### config.mk
export PLATFORM = sky130hd
export DESIGN_NAME = ola_trigger_sequencer
export DESIGN_NICKNAME = d
export VERILOG_FILES = /design/src/rtl/ola_trigger_sequencer.sv
export SDC_FILE = /design/constraint.sdc
export NUM_CORES = 1
export LEC_CHECK = 0
export CORE_UTILIZATION = 37
export CTS_BUF_LIST = sky130_fd_sc_hd__clkbuf_4
export CTS_CLUSTER_DIAMETER = 60
export DETAILED_ROUTE_END_ITERATION = 6
export HOLD_SLACK_MARGIN = 0.15
export PLACE_DENSITY = 0.64
export SETUP_SLACK_MARGIN = 0.15
export SYNTH_ARGS = -nofsm -noshare
export SYNTH_HDL_FRONTEND = slang
export SYNTH_SLANG_ARGS = --single-unit
### constraint.sdc
create_clock -name clock -period 3.2 [get_ports clock]
set_clock_uncertainty 0.2 [all_clocks]
set_input_delay 0.64 -clock clock [delete_from_list [all_inputs] [get_ports clock]]
set_output_delay 0.64 -clock clock [all_outputs]
set_load 0.02 [all_outputs]
### src/rtl/ola_trigger_sequencer.sv
// Multi-stage trigger sequencer for the logic analyzer capture path.
// Each stage tests a masked level pattern plus an optional edge condition
// on the aligned sample stream. After the last stage matches and an
// optional post-trigger delay (counted in valid samples) elapses, a
// one-cycle trigger pulse goes to the capture controller.
module ola_trigger_sequencer #(
    parameter int width       = 8,
    parameter int stage_bits  = 2,
    parameter int delay_width = 8
) (
    input  logic                  clock,
    input  logic                  reset_n,
    input  logic                  in_valid,
    input  logic [width-1:0]      in_sample,
    input  logic [width-1:0]      in_rising,
    input  logic [width-1:0]      in_falling,
    input  logic                  arm,
    input  logic                  disarm,
    input  logic                  cfg_write,
    input  logic [stage_bits-1:0] cfg_stage,
    input  logic [2:0]            cfg_field,
    input  logic [width-1:0]      cfg_data,
    output logic                  out_fired,
    output logic                  out_triggered,
    output logic [1:0]            out_state,
    output logic [stage_bits-1:0] out_stage
);

    localparam int NSTG = 2 ** stage_bits;

    typedef enum logic [1:0] {
        IDLE  = 2'd0,
        ARMED = 2'd1,
        DELAY = 2'd2,
        FIRED = 2'd3
    } state_e;

    // Per-stage condition registers plus global sequence settings
    logic [NSTG-1:0][width-1:0] lvl_mask_q, lvl_mask_d;
    logic [NSTG-1:0][width-1:0] lvl_val_q,  lvl_val_d;
    logic [NSTG-1:0][width-1:0] rise_mask_q, rise_mask_d;
    logic [NSTG-1:0][width-1:0] fall_mask_q, fall_mask_d;
    logic [stage_bits-1:0]      last_q, last_d;
    logic [delay_width-1:0]     dly_q, dly_d;

    // Sequencer state
    state_e                state_q, state_d;
    logic [stage_bits-1:0] stage_q, stage_d;
    logic [delay_width-1:0] cnt_q, cnt_d;
    logic                  fired_q, fired_d;
    logic                  trig_q, trig_d;

    logic cfg_en;
    logic level_ok, edge_ok, match;

    // Config writes land only while the sequencer is not running, so a
    // live sequence never sees its conditions change underneath it.
    always_comb begin
        lvl_mask_d  = lvl_mask_q;
        lvl_val_d   = lvl_val_q;
        rise_mask_d = rise_mask_q;
        fall_mask_d = fall_mask_q;
        last_d      = last_q;
        dly_d       = dly_q;
        cfg_en      = cfg_write && (state_q == IDLE || state_q == FIRED);
        if (cfg_en) begin
            case (cfg_field)
                3'd0:    lvl_mask_d[cfg_stage]  = cfg_data;
                3'd1:    lvl_val_d[cfg_stage]   = cfg_data;
                3'd2:    rise_mask_d[cfg_stage] = cfg_data;
                3'd3:    fall_mask_d[cfg_stage] = cfg_data;
                3'd4:    last_d = cfg_data[stage_bits-1:0];
                3'd5:    dly_d  = cfg_data[delay_width-1:0];
                default: ;
            endcase
        end
    end

    // Current-stage condition; empty edge masks mean "no edge required"
    always_comb begin
        level_ok = ((in_sample ^ lvl_val_q[stage_q]) & lvl_mask_q[stage_q]) == '0;
        edge_ok  = ((rise_mask_q[stage_q] | fall_mask_q[stage_q]) == '0) ||
                   (|((in_rising & rise_mask_q[stage_q]) | (in_falling & fall_mask_q[stage_q])));
        match    = in_valid && level_ok && edge_ok;
    end

    // Next-state: disarm beats arm beats match/count; one stage per sample
    always_comb begin
        state_d = state_q;
        stage_d = stage_q;
        cnt_d   = cnt_q;
        trig_d  = trig_q;
        fired_d = 1'b0;
        if (disarm) begin
            state_d = IDLE;
            stage_d = '0;
            cnt_d   = '0;
        end else if (arm) begin
            state_d = ARMED;
            stage_d = '0;
            cnt_d   = '0;
            trig_d  = 1'b0;
        end else begin
            case (state_q)
                ARMED: begin
                    if (match) begin
                        if (stage_q == last_q) begin
                            if (dly_q == '0) begin
                                state_d = FIRED;
                            end else begin
                                state_d = DELAY;
                                cnt_d   = dly_q;
                            end
                        end else begin
                            stage_d = stage_q + stage_bits'(1);
                        end
                    end
                end
                DELAY: begin
                    if (in_valid) begin
                        if (cnt_q == delay_width'(1)) begin
                            state_d = FIRED;
                            cnt_d   = '0;
                        end else begin
                            cnt_d = cnt_q - delay_width'(1);
                        end
                    end
                end
                default: ;
            endcase
        end
        // Pulse only on the entry into FIRED
        fired_d = (state_d == FIRED) && (state_q != FIRED);
        if (fired_d) trig_d = 1'b1;
    end

    // State and config registers
    always_ff @(posedge clock or negedge reset_n) begin
        if (!reset_n) begin
            lvl_mask_q  <= '0;
            lvl_val_q   <= '0;
            rise_mask_q <= '0;
            fall_mask_q <= '0;
            last_q      <= '0;
            dly_q       <= '0;
            state_q     <= IDLE;
            stage_q     <= '0;
            cnt_q       <= '0;
            fired_q     <= 1'b0;
            trig_q      <= 1'b0;
        end else begin
            lvl_mask_q  <= lvl_mask_d;
            lvl_val_q   <= lvl_val_d;
            rise_mask_q <= rise_mask_d;
            fall_mask_q <= fall_mask_d;
            last_q      <= last_d;
            dly_q       <= dly_d;
            state_q     <= state_d;
            stage_q     <= stage_d;
            cnt_q       <= cnt_d;
            fired_q     <= fired_d;
            trig_q      <= trig_d;
        end
    end

    assign out_fired     = fired_q;
    assign out_triggered = trig_q;
    assign out_state     = state_q;
    assign out_stage     = stage_q;

endmodule
==> impl_metrics.toml <==
[hold_path]
min-delay-start = "fall_mask_q[18]$_DFFE_PN0P_"
hold_end = "fall_mask_q[18]$_DFFE_PN0P_"
min_path_type = "reg2reg"
whs_path_depth = 1

[timing]
fmax_mhz = 333
setup_viol = 0
maxSlewHeadroom_pct = 37.1
rsz0062_at_grt = "yes"
drv_slew = 0
period_needed_ns = 3.00
fin_crit_sh_pct = 93.8
tightest_slew_ns = 0.941
setup_ws_ns = 0.198
hold_viol_final = 0

[place]
dp_slack_ns = -0.386
dpl-instance-area_um2 = 8480
numPortBuffers = 48
gp_congestion = 0.837
dp_hpwl_mm = 12.7

[detailed_routing]
wire_per_inst_um = 19.7
vias = 5155
firstDrtPassIters = 5
drc = 0
first_iter_violations = 316
viasPerCell = 5.48
drtAntennaViolNets = 0
drt-total-wl_mm = 18.6

[clocking]
cts_buffers = 17
h-tree-depth = 4
insertion_delay_ns = 0.56
cts_sinks = 152
clockBufferDepth = 2
clkSlewWorstSetupHoldPaths_ns = 0.12
cts_tree = "built"
root_buffer = "clkbuf_4"

[logic_synthesis]
synth-seq-cells = 152
yosysSeqAreaShare_pct = 50.4
synth_fp_nets = 631
yosys.area.top_type_share_pct = 50.4
yosys.cell_types.count = 58
synth_edf_count = 0
syn_inst = 582
yosysWarnings = 0
synth_largest_area_cell = "dfrtp_1"
synth_area_leaders = "dfrtp_1, mux2_2, xor2_1"
async_reset_ff_share_pct = 100
netlist_area_um2 = 7540
ys.flop_type = "dfrtp_1"
avgSynthCellArea_um2 = 13.0

[floorplanning]
start_util_pct = 38.2
io_pins = 49
coreArea_um2 = 19700
die_x_um = 145
die_area_um2 = 21000
die_h_um = 145
fp-row-count = 51

[grt]
track_usage_pct = 18.9
antenna_found_initial = 0
grt_pass1_wl_mm = 29.4
grt_pass1_vias = 5392
grt-ovfl-total = 0
grt_max_degree = 60

[run_status]
status = "complete, no violations"

[final_layout]
layout-drive-gt1-share_pct = 36.5
final_area_um2 = 8960
antenna_cells = 0
areaGrowthSynthToFinish_pct = 18.8
seq_area_um2 = 3810
nFillCells = 1758
layout.nets = 714
multi_input_comb_area_um2 = 3630

[power]
power_density_nw_per_um2 = 539
vdd_drop_max_mv = 0.265
power.leakage_uw = 0.00392

[setup_path]
critPathArrivalTime_ns = 3.25
r2r_slack_ns = 0.25
crit_path_end_kind = "flop"
startpoint_type = "input pin"
r2r-start = "out_stage[1]$_DFFE_PN0P_"
crit_fanout = 3
critPathRequiredTime_ns = 3.45
reg2reg_to = "out_triggered$_DFFE_PN0P_"
path_class = "in2reg"
r2r_cells = 9

[job]
drv_cap = 0
[kinds of logic (layout without fill, tap and decap cells)]
kind of cell / after synthesis / after routing / synth area share, %
buf+inv: 38 / 131 / 2.75
xor+xnor: 33 / 33 / 3.83
fa+ha+maj: 6 / 6 / 0.995
simple gates: 115 / 115 / 8.28
mux: 170 / 170 / 27.1
compound gates: 68 / 69 / 6.64
flops: 152 / 152 / 50.4
[worst max-delay path by stage]
stage | from | endpoint | slack [ns]
6_report | in_sample[4] | out_triggered$_DFFE_PN0P_ | 0.20
5_1_grt | out_stage[1]$_DFFE_PN0P_ | cnt_q[4]$_DFFE_PN0P_ | 0.12
4_1_cts | out_stage[0]$_DFFE_PN0P_ | cnt_q[4]$_DFFE_PN0P_ | 0.15
3_5_place_dp | in_sample[4] | out_triggered$_DFFE_PN0P_ | -0.39
3_3_place_gp | in_sample[4] | out_triggered$_DFFE_PN0P_ | -0.31
2_1_floorplan | out_stage[0]$_DFFE_PN0P_ | out_triggered$_DFFE_PN0P_ | 0.28
[placed cells by master, fill, tap and decap left out, types with 6 or more instances in the layout]
master / count
o21ai_0: 8
buf_4: 30
inv_1: 14
nor2_1: 19
nor3_1: 15
mux2i_1: 10
nand2_1: 23
mux4_2: 6
clkbuf_4: 18
ha_1: 6
dfrtp_1: 151
a21oi_1: 14
xor2_1: 25
nor4_1: 7
a222oi_1: 6
nand3_1: 12
xnor2_1: 8
clkdlybuf4s50_1: 47
mux2_2: 145
[Yosys cell counts, types with 6 or more instances]
cell type	n
dfrtp_1	152
o21ai_0	8
ha_1	6
inv_1	14
a222oi_1	6
xnor2_1	8
mux4_1	8
nand2_1	23
clkbuf_1	15
mux2i_1	13
nor4_1	8
mux2_2	147
a21oi_1	14
xor2_1	25
nor2_1	19
nor4b_1	6
a22oi_1	8
nand3_1	12
nor3_1	17
[registers in the layout, indices dropped and copies added (netlist names)]
name,flops
fall_mask_q,32
lvl_mask_q,32
lvl_val_q,32
rise_mask_q,32
cnt_q,8
dly_q,8
last_q,2
out_stage,2
out_state,2
out_fired,1
out_triggered,1
[through the flow]
step / power, uW / utilization, % / hold WS [ns] / cells / TNS (ns)
after floorplan: 3170 / - / 0.144 / 582 / 0
after global placement: 3500 / 43.0 / 0.279 / 903 / -2.74
after detailed placement: 3570 / 43.0 / 0.289 / 903 / -3.36
after CTS: 4800 / 44.8 / 0.320 / 937 / 0
after global routing: 5080 / 45.5 / 0.340 / 941 / 0
final: 4830 / 45.5 / 0.322 / 941 / 0
[power breakdown]
part | switching, uW | total [uW] | internal (uW)
logic | 501 | 1110 | 609
clock network | 684 | 1230 | 541
registers | 238 | 2500 | 2260
total | 1420 | 4830 | 3410
[cell type report]
class / count / area share, %
multi-input combinational: 393 / 40.5
inverter: 14 / 0.586
timing repair buffer: 87 / 9.49
clock inverter: 12 / 1.70
tap: 265 / 3.70
sequential: 152 / 42.5
clock buffer: 18 / 1.51
[timing repair]
action | CTS | global route
hold buffers | 1 | 0
gates cloned | 0 | 1
buffers inserted | 3 | 3
resized for setup | 5 | 24
endpoints found under the setup margin | 11 | 11
hold endpoints to repair | 57 | 0
pin swaps | 1 | 8
[worst max-delay path, cell delays in order]
cell and delay (ns):
clkdlybuf4s50_1 0.49, xor2_1 0.18, a222oi_1 0.38, nand3_1 0.13, a221oi_1 0.36, a21oi_1 0.14
or4_4 0.55, a211oi_2 0.29, o31ai_2 0.11
[layer usage]
metal	wire length (um)	global-route usage (%)	part of all wire, %
met3	608	3.69	3.3
met1	8160	23.3	44
met5	0	0	0
met4	410	7.42	2.2
met2	9400	32.4	51
Power figures use the tool's default switching activity.
==> edit (same flow settings) <==
`lvl_val_q` no longer has a reset.
--- a/src/rtl/ola_trigger_sequencer.sv
+++ b/src/rtl/ola_trigger_sequencer.sv
@@ -140,3 +140,2 @@
             lvl_mask_q  <= '0;
-            lvl_val_q   <= '0;
             rise_mask_q <= '0;
@@ -152,3 +151,2 @@
             lvl_mask_q  <= lvl_mask_d;
-            lvl_val_q   <= lvl_val_d;
             rise_mask_q <= rise_mask_d;
@@ -165,2 +163,6 @@
 
+    always_ff @(posedge clock) begin
+        lvl_val_q <= lvl_val_d;
+    end
+
     assign out_fired     = fired_q;
Function: changed (Yosys sat finds a counterexample within 4 cycles, from zero or initial values and one cycle with reset_n low).
==> edit against the original RTL <==
The run now ends with negative setup slack left; power shrank 4.7%; wire length shrank 2.8%; final area shrank 2.0%; critical path depth grew 3; sequential cell count is the same; area after synthesis shrank 3.7%; synthesized cell count shrank 6.4%; worst setup slack lost 300 ps; count of clock-buffer cells in the layout shrank 1; clock power shrank 4%.
==> edit: results (changes against the original RTL) <==
Timing
  – Setup_tns: -409.9 ps (-409.9 ps)
  – Final setup vio count: 11 (+11)
  – Final WS setup: -103.3 ps (-301.0 ps)

Route
  – Met3 WL: 786 microns (+29%)
  – Wire length on met2: 8731 microns (-7.1%)
  – Metal1 wirelength: 8301 microns (+1.7%)

Logic synthesis
  – Multiplexer share of the synthesized area: 22.57% (-4.5 points)
  – Most common library cells after synthesis: 120 x dfrtp_1, 116 x mux2_2, 32 x edfxtp_1, 32 x xor2_1
  – Number of synthesized flops with an enable pin: 32 (+32)
  – Synth area leaders: dfrtp_1 41%, mux2_2 18%, edfxtp_1 13%, xor2_1 3.9%, mux4_1 3.3%
  – Synth Area in Compound Gates: 7.723% (+1.1 points)

Setup path
  – Crit path from: out_stage[0]
  – R2R depth: 12 (+3)
  – Crit path DAT: 3560 ps (+310 ps)
  – CP max stage delay: 490 ps (-60 ps)

Global routing
  – Initial antenna violation count: 1 (+1)
  – Total track usage: 19.46% (+0.56 points)
  – Grt met2 use: 31.53% (-0.91 points)
  – GR Layer Usage met1: 26.25% (+2.9 points)
  – Vias in the first global route: 5185 (-3.8%)

Cells and area
  – Net count, final: 690 (-3.4%)
  – Filler cells: 1691 (-3.8%)
  – Share of cells above drive strength 1: 34.71% (-1.8 points)

Power
  – P_leak: 3.669 nW (-6.4%)
  – Switch share: 29.50% (+0.038 points)
  – Combinational share of power: 21.6% (-1.4 points)

Outcome
  – Failing checks: negative setup slack
  – Status: finished, violations left

Placement
  – Final HPWL DP: 12560 microns (-1.3%)
-- edit: final cells by class --
| cell class | count | area, sq um | share of cell area, % |
|---|---|---|---|
| flip-flops and latches | 152 | 3966 | 45.18 |
| multi-input cells | 362 | 3266 | 37.20 |
| repair buffers | 99 | 907.1 | 10.33 |
| well taps | 260 | 325.3 | 3.705 |
| clock inverters | 15 | 151.4 | 1.724 |
| clock buffers | 17 | 127.6 | 1.454 |
| inverters | 9 | 33.78 | 0.3848 |
| diodes | 1 | 2.502 | 0.02850 |
-- edit: worst min path at each step --
stage	slack [ps]	end	start	cells past startpoint
3_3_place_gp	280	fall_mask_q[27]	fall_mask_q[27]	1
3_5_place_dp	290	fall_mask_q[29]	fall_mask_q[29]	1
6_report	320	fall_mask_q[27]	fall_mask_q[27]	1
4_1_cts	320	fall_mask_q[29]	fall_mask_q[29]	1
5_1_grt	340	rise_mask_q[7]	rise_mask_q[7]	1
2_1_floorplan	140	cnt_q[0]	reset_n	0
